===== src/rtl/cu_pkg.sv =====
// Shared encodings for the control_unit sequencer: opcodes, datapath
// select codes and the FSM state set.
package cu_pkg;

    localparam logic [5:0] OP_NOP   = 6'd0;
    localparam logic [5:0] OP_LDAC  = 6'd1;
    localparam logic [5:0] OP_STAC  = 6'd2;
    localparam logic [5:0] OP_MVACR = 6'd3;
    localparam logic [5:0] OP_ADD   = 6'd4;
    localparam logic [5:0] OP_SUB   = 6'd5;
    localparam logic [5:0] OP_INAC  = 6'd6;
    localparam logic [5:0] OP_CLAC  = 6'd7;
    localparam logic [5:0] OP_JUMP  = 6'd8;
    localparam logic [5:0] OP_JMPZ  = 6'd9;
    localparam logic [5:0] OP_JMPNZ = 6'd10;
    localparam logic [5:0] OP_END   = 6'd63;

    typedef enum logic [2:0] {
        ALU_PASS, ALU_ADD, ALU_SUB, ALU_INC, ALU_CLR
    } alu_op_e;

    typedef enum logic [2:0] {
        BUS_AC, BUS_AR, BUS_PC, BUS_DR, BUS_TR
    } bus_sel_e;

    typedef enum logic [2:0] {
        WE_NONE, WE_AC, WE_AR, WE_DR, WE_IR, WE_PC, WE_R, WE_TR
    } we_sel_e;

    typedef enum logic [4:0] {
        S_IDLE,
        S_F1, S_F2, S_F3, S_F4, S_F5, S_DEC,
        S_O1, S_O2, S_O3, S_O4,
        S_L1, S_L2, S_L3, S_L4,
        S_S1, S_S2, S_S3,
        S_J1,
        S_MV, S_AD, S_SB, S_IN, S_CL,
        S_HALT, S_HALT_ILL
    } state_e;

endpackage


===== src/rtl/cu_decode.sv =====
// Opcode decoder: first execute state, state after operand fetch, illegal flag.
// Conditional jumps exist only when CU_COND_JUMP_EN is defined.
module cu_decode
    import cu_pkg::*;
(
    input  logic [5:0] op_i,
`ifdef CU_COND_JUMP_EN
    input  logic       z_i,
`endif
    output state_e     first_o,
    output state_e     post_o,
    output logic       illegal_o
);

    always_comb begin
        first_o = S_HALT_ILL;
        post_o  = S_F1;
        case (op_i)
            OP_NOP:   first_o = S_F1;
            OP_LDAC:  begin first_o = S_O1; post_o = S_L1; end
            OP_STAC:  begin first_o = S_O1; post_o = S_S1; end
            OP_JUMP:  begin first_o = S_O1; post_o = S_J1; end
            OP_MVACR: first_o = S_MV;
            OP_ADD:   first_o = S_AD;
            OP_SUB:   first_o = S_SB;
            OP_INAC:  first_o = S_IN;
            OP_CLAC:  first_o = S_CL;
`ifdef CU_COND_JUMP_EN
            OP_JMPZ:  begin first_o = S_O1; post_o = z_i ? S_J1 : S_F1; end
            OP_JMPNZ: begin first_o = S_O1; post_o = z_i ? S_F1 : S_J1; end
`endif
            OP_END:   first_o = S_HALT;
            default:  first_o = S_HALT_ILL;
        endcase
    end

    assign illegal_o = (first_o == S_HALT_ILL);

endmodule


===== src/rtl/control_unit.sv =====
// Moore multi-cycle sequencer for the 16-bit processing unit.
// Optional conditional jumps: define CU_COND_JUMP_EN.
module control_unit
    import cu_pkg::*;
(
    input  logic       clk,
    input  logic       rst_n,
    input  logic       UART2RAMCompleted,
    input  logic [5:0] IROut,
    input  logic       Z,
    output logic [2:0] ALUControlSignal,
    output logic [2:0] busAMuxSelect,
    output logic [2:0] writeEnableSelect,
    output logic       zClear,
    output logic       RAMorALUOut2DRIn,
    output logic       ramRead,
    output logic       ramWrite,
    output logic       halted,
    output logic       illegalOp
);

    state_e   state_q, state_d;
    state_e   first, post;
    logic     illegal;
    alu_op_e  alu;
    bus_sel_e bus;
    we_sel_e  we;
    logic     wr;

    cu_decode u_decode (
        .op_i      (IROut),
`ifdef CU_COND_JUMP_EN
        .z_i       (Z),
`endif
        .first_o   (first),
        .post_o    (post),
        .illegal_o (illegal)
    );

`ifndef CU_COND_JUMP_EN
    logic unused_z;
    assign unused_z = Z;
`endif

    always_ff @(posedge clk or negedge rst_n) begin
        if (!rst_n) state_q <= S_IDLE;
        else        state_q <= state_d;
    end

    always_comb begin
        state_d = state_q;
        if (!UART2RAMCompleted) begin
            state_d = S_IDLE;
        end else begin
            case (state_q)
                S_IDLE:     state_d = S_F1;
                S_F1:       state_d = S_F2;
                S_F2:       state_d = S_F3;
                S_F3:       state_d = S_F4;
                S_F4:       state_d = S_F5;
                S_F5:       state_d = S_DEC;
                S_DEC:      state_d = illegal ? S_HALT_ILL : first;
                S_O1:       state_d = S_O2;
                S_O2:       state_d = S_O3;
                S_O3:       state_d = S_O4;
                S_O4:       state_d = post;
                S_L1:       state_d = S_L2;
                S_L2:       state_d = S_L3;
                S_L3:       state_d = S_L4;
                S_S1:       state_d = S_S2;
                S_S2:       state_d = S_S3;
                S_HALT:     state_d = S_HALT;
                S_HALT_ILL: state_d = S_HALT_ILL;
                S_L4, S_S3, S_J1, S_MV,
                S_AD, S_SB, S_IN, S_CL:
                            state_d = S_F1;
                default:    state_d = S_IDLE;
            endcase
        end
    end

    always_comb begin
        alu              = ALU_PASS;
        bus              = BUS_AC;
        we               = WE_NONE;
        zClear           = 1'b0;
        RAMorALUOut2DRIn = 1'b0;
        ramRead          = 1'b0;
        wr               = 1'b0;
        halted           = 1'b0;
        illegalOp        = 1'b0;
        case (state_q)
            S_IDLE:       zClear = 1'b1;
            S_F1, S_O1:   begin bus = BUS_PC; we = WE_AR; end
            S_F2, S_O2,
            S_L2:         ramRead = 1'b1;
            S_F3, S_O3,
            S_L3:         begin RAMorALUOut2DRIn = 1'b1; we = WE_DR; end
            S_F4:         begin bus = BUS_DR; we = WE_IR; end
            S_F5, S_O4:   begin bus = BUS_PC; alu = ALU_INC; we = WE_PC; end
            S_L1, S_S1:   begin bus = BUS_DR; we = WE_AR; end
            S_L4:         begin bus = BUS_DR; we = WE_AC; end
            S_S2:         we = WE_DR;
            S_S3:         wr = 1'b1;
            S_J1:         begin bus = BUS_DR; we = WE_PC; end
            S_MV:         we = WE_R;
            S_AD:         begin alu = ALU_ADD; we = WE_AC; end
            S_SB:         begin alu = ALU_SUB; we = WE_AC; end
            S_IN:         begin alu = ALU_INC; we = WE_AC; end
            S_CL:         begin alu = ALU_CLR; we = WE_AC; end
            S_HALT:       halted = 1'b1;
            S_HALT_ILL:   begin halted = 1'b1; illegalOp = 1'b1; end
            default:      ;
        endcase
    end

    // Reset kills a pending write in the same cycle, before any clock edge.
    assign ramWrite          = wr & rst_n;
    assign ALUControlSignal  = alu;
    assign busAMuxSelect     = bus;
    assign writeEnableSelect = we;

endmodule


===== config.mk =====
export PLATFORM = sky130hd
export DESIGN_NAME = control_unit
export DESIGN_NICKNAME = d
export VERILOG_FILES = /design/src/rtl/cu_pkg.sv /design/src/rtl/cu_decode.sv /design/src/rtl/control_unit.sv
export SDC_FILE = /design/constraint.sdc
export NUM_CORES = 1
export LEC_CHECK = 0
export ABC_AREA = 1
export ABC_CLOCK_PERIOD_IN_PS = 1450
export CAP_MARGIN = 10
export CELL_PAD_IN_SITES_DETAIL_PLACEMENT = 0
export CELL_PAD_IN_SITES_GLOBAL_PLACEMENT = 2
export CORE_UTILIZATION = 21
export DETAILED_ROUTE_END_ITERATION = 10
export PLACE_DENSITY_LB_ADDON = 0.05
export SLEW_MARGIN = 0
export SYNTH_ARGS = -nofsm -noshare
export SYNTH_HDL_FRONTEND = slang
export SYNTH_SLANG_ARGS = --single-unit
export TNS_END_PERCENT = 5

===== constraint.sdc =====
create_clock -name clk -period 1.45 [get_ports clk]
set_input_delay 0.145 -clock clk [delete_from_list [all_inputs] [get_ports clk]]
set_output_delay 0.145 -clock clk [all_outputs]
set_load 0.005 [all_outputs]

==> flow_summary.yaml <==
run_status:
  status: "finished, violations left"
  violations: "setup timing"
critical_path:
  slowest_stage: "dfrtp_2"
  crit_buf_inv: 3
  crit_chain: "buf_6 > nor2_4 > nand2_2 > nor2_4 > nor3b_2 > buf_4 > nand3_1 > buf_2"
  critPathMostFrequentCell: "nor2_4"
  crit_arrival_ps: 1550
  startpoint_type: "register"
  crit_fanout: 6
  crit_type: "register to output port"
  crit_family: "simple AND/OR/NAND/NOR gates"
  slowest_delay_ps: 450
  worstSetupEndpointType: "output port"
  crit_required_ps: 1310
finish:
  reg_top3: "state_q: 5 flops"
  largest_register_ffs: 5
  largest_register: "state_q"
  layout_common_cells: "buf_4, nand2_1, nor2_1"
  final_common_cell: "buf_4"
  fin_nets: 276
  ff_latch_area_um2: 129
  fillerInstances: 373
  multi_input_area_um2: 801
  post-route-util: 0.507
  antenna_cells: 0
  syn2layout_area_growth_pct: 126
  drive_above_1_share: 0.521
die:
  initial_utilization: 0.225
  fp.dieArea_um2: 4290
  die_h_um: 65.5
  coreArea_um2: 3770
  dieWidth_um: 65.5
  io_pins: 25
  row_count: 22
sta:
  slew_viol_final: 0
  skew_ps: 3.02
  fin_crit_ps: 1690
  fin_ws_ps: -244
  fin_setup_tns_ps: -2450
  hold_viol: 0
  fmax_mhz: 590
  min_period_over_period: 1.17
  rsz0062_at_grt: "yes"
  setup-violations-final: 19
place:
  dp_hpwl_um: 2630
  io_buffers: 22
  pre_cts_slack_ps: -376
  gp_congestion: 0.842
drt:
  highest_layer: "met4"
  ant_nets: 0
  avgRoutedWirePerCell_um: 12.1
  finalWirelength_um: 3800
  drc: 0
  drt_first_pass_iters: 4
  route.met3.wl_um: 95
  via_count: 1412
  route.met2.wl_um: 2180
  wl_met1_um: 1450
  drt_iter0_drc: 30
  vias_per_cell: 4.51
logic_synthesis:
  ys_ff_latch: 5
  yosysWarnings: 0
  synth_top_area_share: 0.182
  yosys.cell_types.count: 24
  syn_area_um2: 847
  syn_area_per_cell_um2: 4.98
  synth_top_cell_by_area: "nand2_1"
  ys_seq_area_frac: 0.148
  synth_fp_nets: 180
  syn_inst: 170
  synth_area_leaders: "nand2_1, nor2_1, dfrtp_1"
global_route:
  grt_pass1_vias: 1432
  grt_pass1_wl_um: 6360
  grt_max_degree: 10
  track_usage: 0.195
  antenna_found_initial: 0
  grt_overflow: 0
pwr:
  swShare: 0.424
  power.switching_uw: 957
  totalPowerFinal_uw: 2260
  p_leak_uw: 0.00102
  pwr_density_cell_nw_per_um2: 1180
  vdd_drop_max_uv: 342
  power.internal_uw: 1300
  clkPwrFrac: 0.116
  pwr-share-comb: 0.775
  seqPwrFrac: 0.110
run:
  drv_cap: 0
clocking:
  clk_latency_ps: 220
  clock_sinks: 5
  clock_path_buffers: 2
  path_clk_slew_ps: 40
  cts_tree: "yes"
  root_buffer: "clkbuf_8"
  htreeDepth: 1
  cts-hold-fix-buffers: 0
  cts_buffers: 3
hold_path:
  hp-class: "input pin to asynchronous set/reset pin"
==> per-layer routing <==
layer,vias to the layer above,track usage
li1,733,-
met1,640,0.203
met2,31,0.399
met3,8,0.0191
met4,0,0.0598
met5,-,0
==> cells in the mapped netlist, drive strengths merged <==
cell	instances
o211ai	3
nor3	3
inv	32
conb	1
dfrtp	5
a32oi	1
buf	1
nand4	2
nor3b	1
nand3b	1
nor2	41
a21oi	7
a211oi	1
clkbuf	1
nand2	42
o21ai	6
a31oi	1
o22ai	1
nand3	20
==> power by group through the flow <==
stage | Clock [uW] | Sequential, uW | Combinational (uW)
final | 261 | 247 | 1750
after global routing | 280 | 254 | 1900
after CTS | 268 | 250 | 1660
after detailed placement | 0 | 243 | 1120
after global placement | 0 | 244 | 1130
after floorplan | 0 | 233 | 453
==> metrics by stage <==
step	cell area [um^2]	std cells	hold WS (ps)
6_report	1910	313	223
4_1_cts	1890	311	227
5_1_grt	1910	313	226
3_3_place_gp	1460	284	449
3_5_place_dp	1460	284	461
2_1_floorplan	847	170	-151
==> timing repair <==
item	CTS	global route
pin swaps	29	7
gates resized for setup	125	3
buffers inserted	24	2
endpoints found under the setup margin	18	19
==> path summary, 6_finish.rpt <==
check	from	end	slack [ps]	cells after the start
min in group clk	UART2RAMCompleted	state_q[1]$_DFF_PN0_	470	3
worst max-delay path	state_q[0]$_DFF_PN0_	busAMuxSelect[1]	-240	8
worst max register to register	state_q[0]$_DFF_PN0_	state_q[3]$_DFF_PN0_	-170	11
worst min-delay path	rst_n	state_q[1]$_DFF_PN0_	220	2
worst min register to register	state_q[1]$_DFF_PN0_	state_q[2]$_DFF_PN0_	930	6
max in group asynchronous	rst_n	state_q[2]$_DFF_PN0_	1100	2
==> cell type report <==
class | count | share of cell area
clock buffers | 4 | 0.0235
inverters | 32 | 0.0628
multi-input cells | 131 | 0.419
flip-flops and latches | 5 | 0.0674
well taps | 48 | 0.0314
repair buffers | 93 | 0.396
==> cells by family after synthesis <==
| group | count (synthesis) | synth area share |
|---|---|---|
| buffers and inverters | 34 | 0.155 |
| other | 1 | 0.00443 |
| AND/OR/NAND/NOR | 110 | 0.551 |
| flip-flops | 5 | 0.148 |
| AO/OA/AOI/OAI | 20 | 0.142 |
Note: power is estimated with default switching activity, not from simulation.
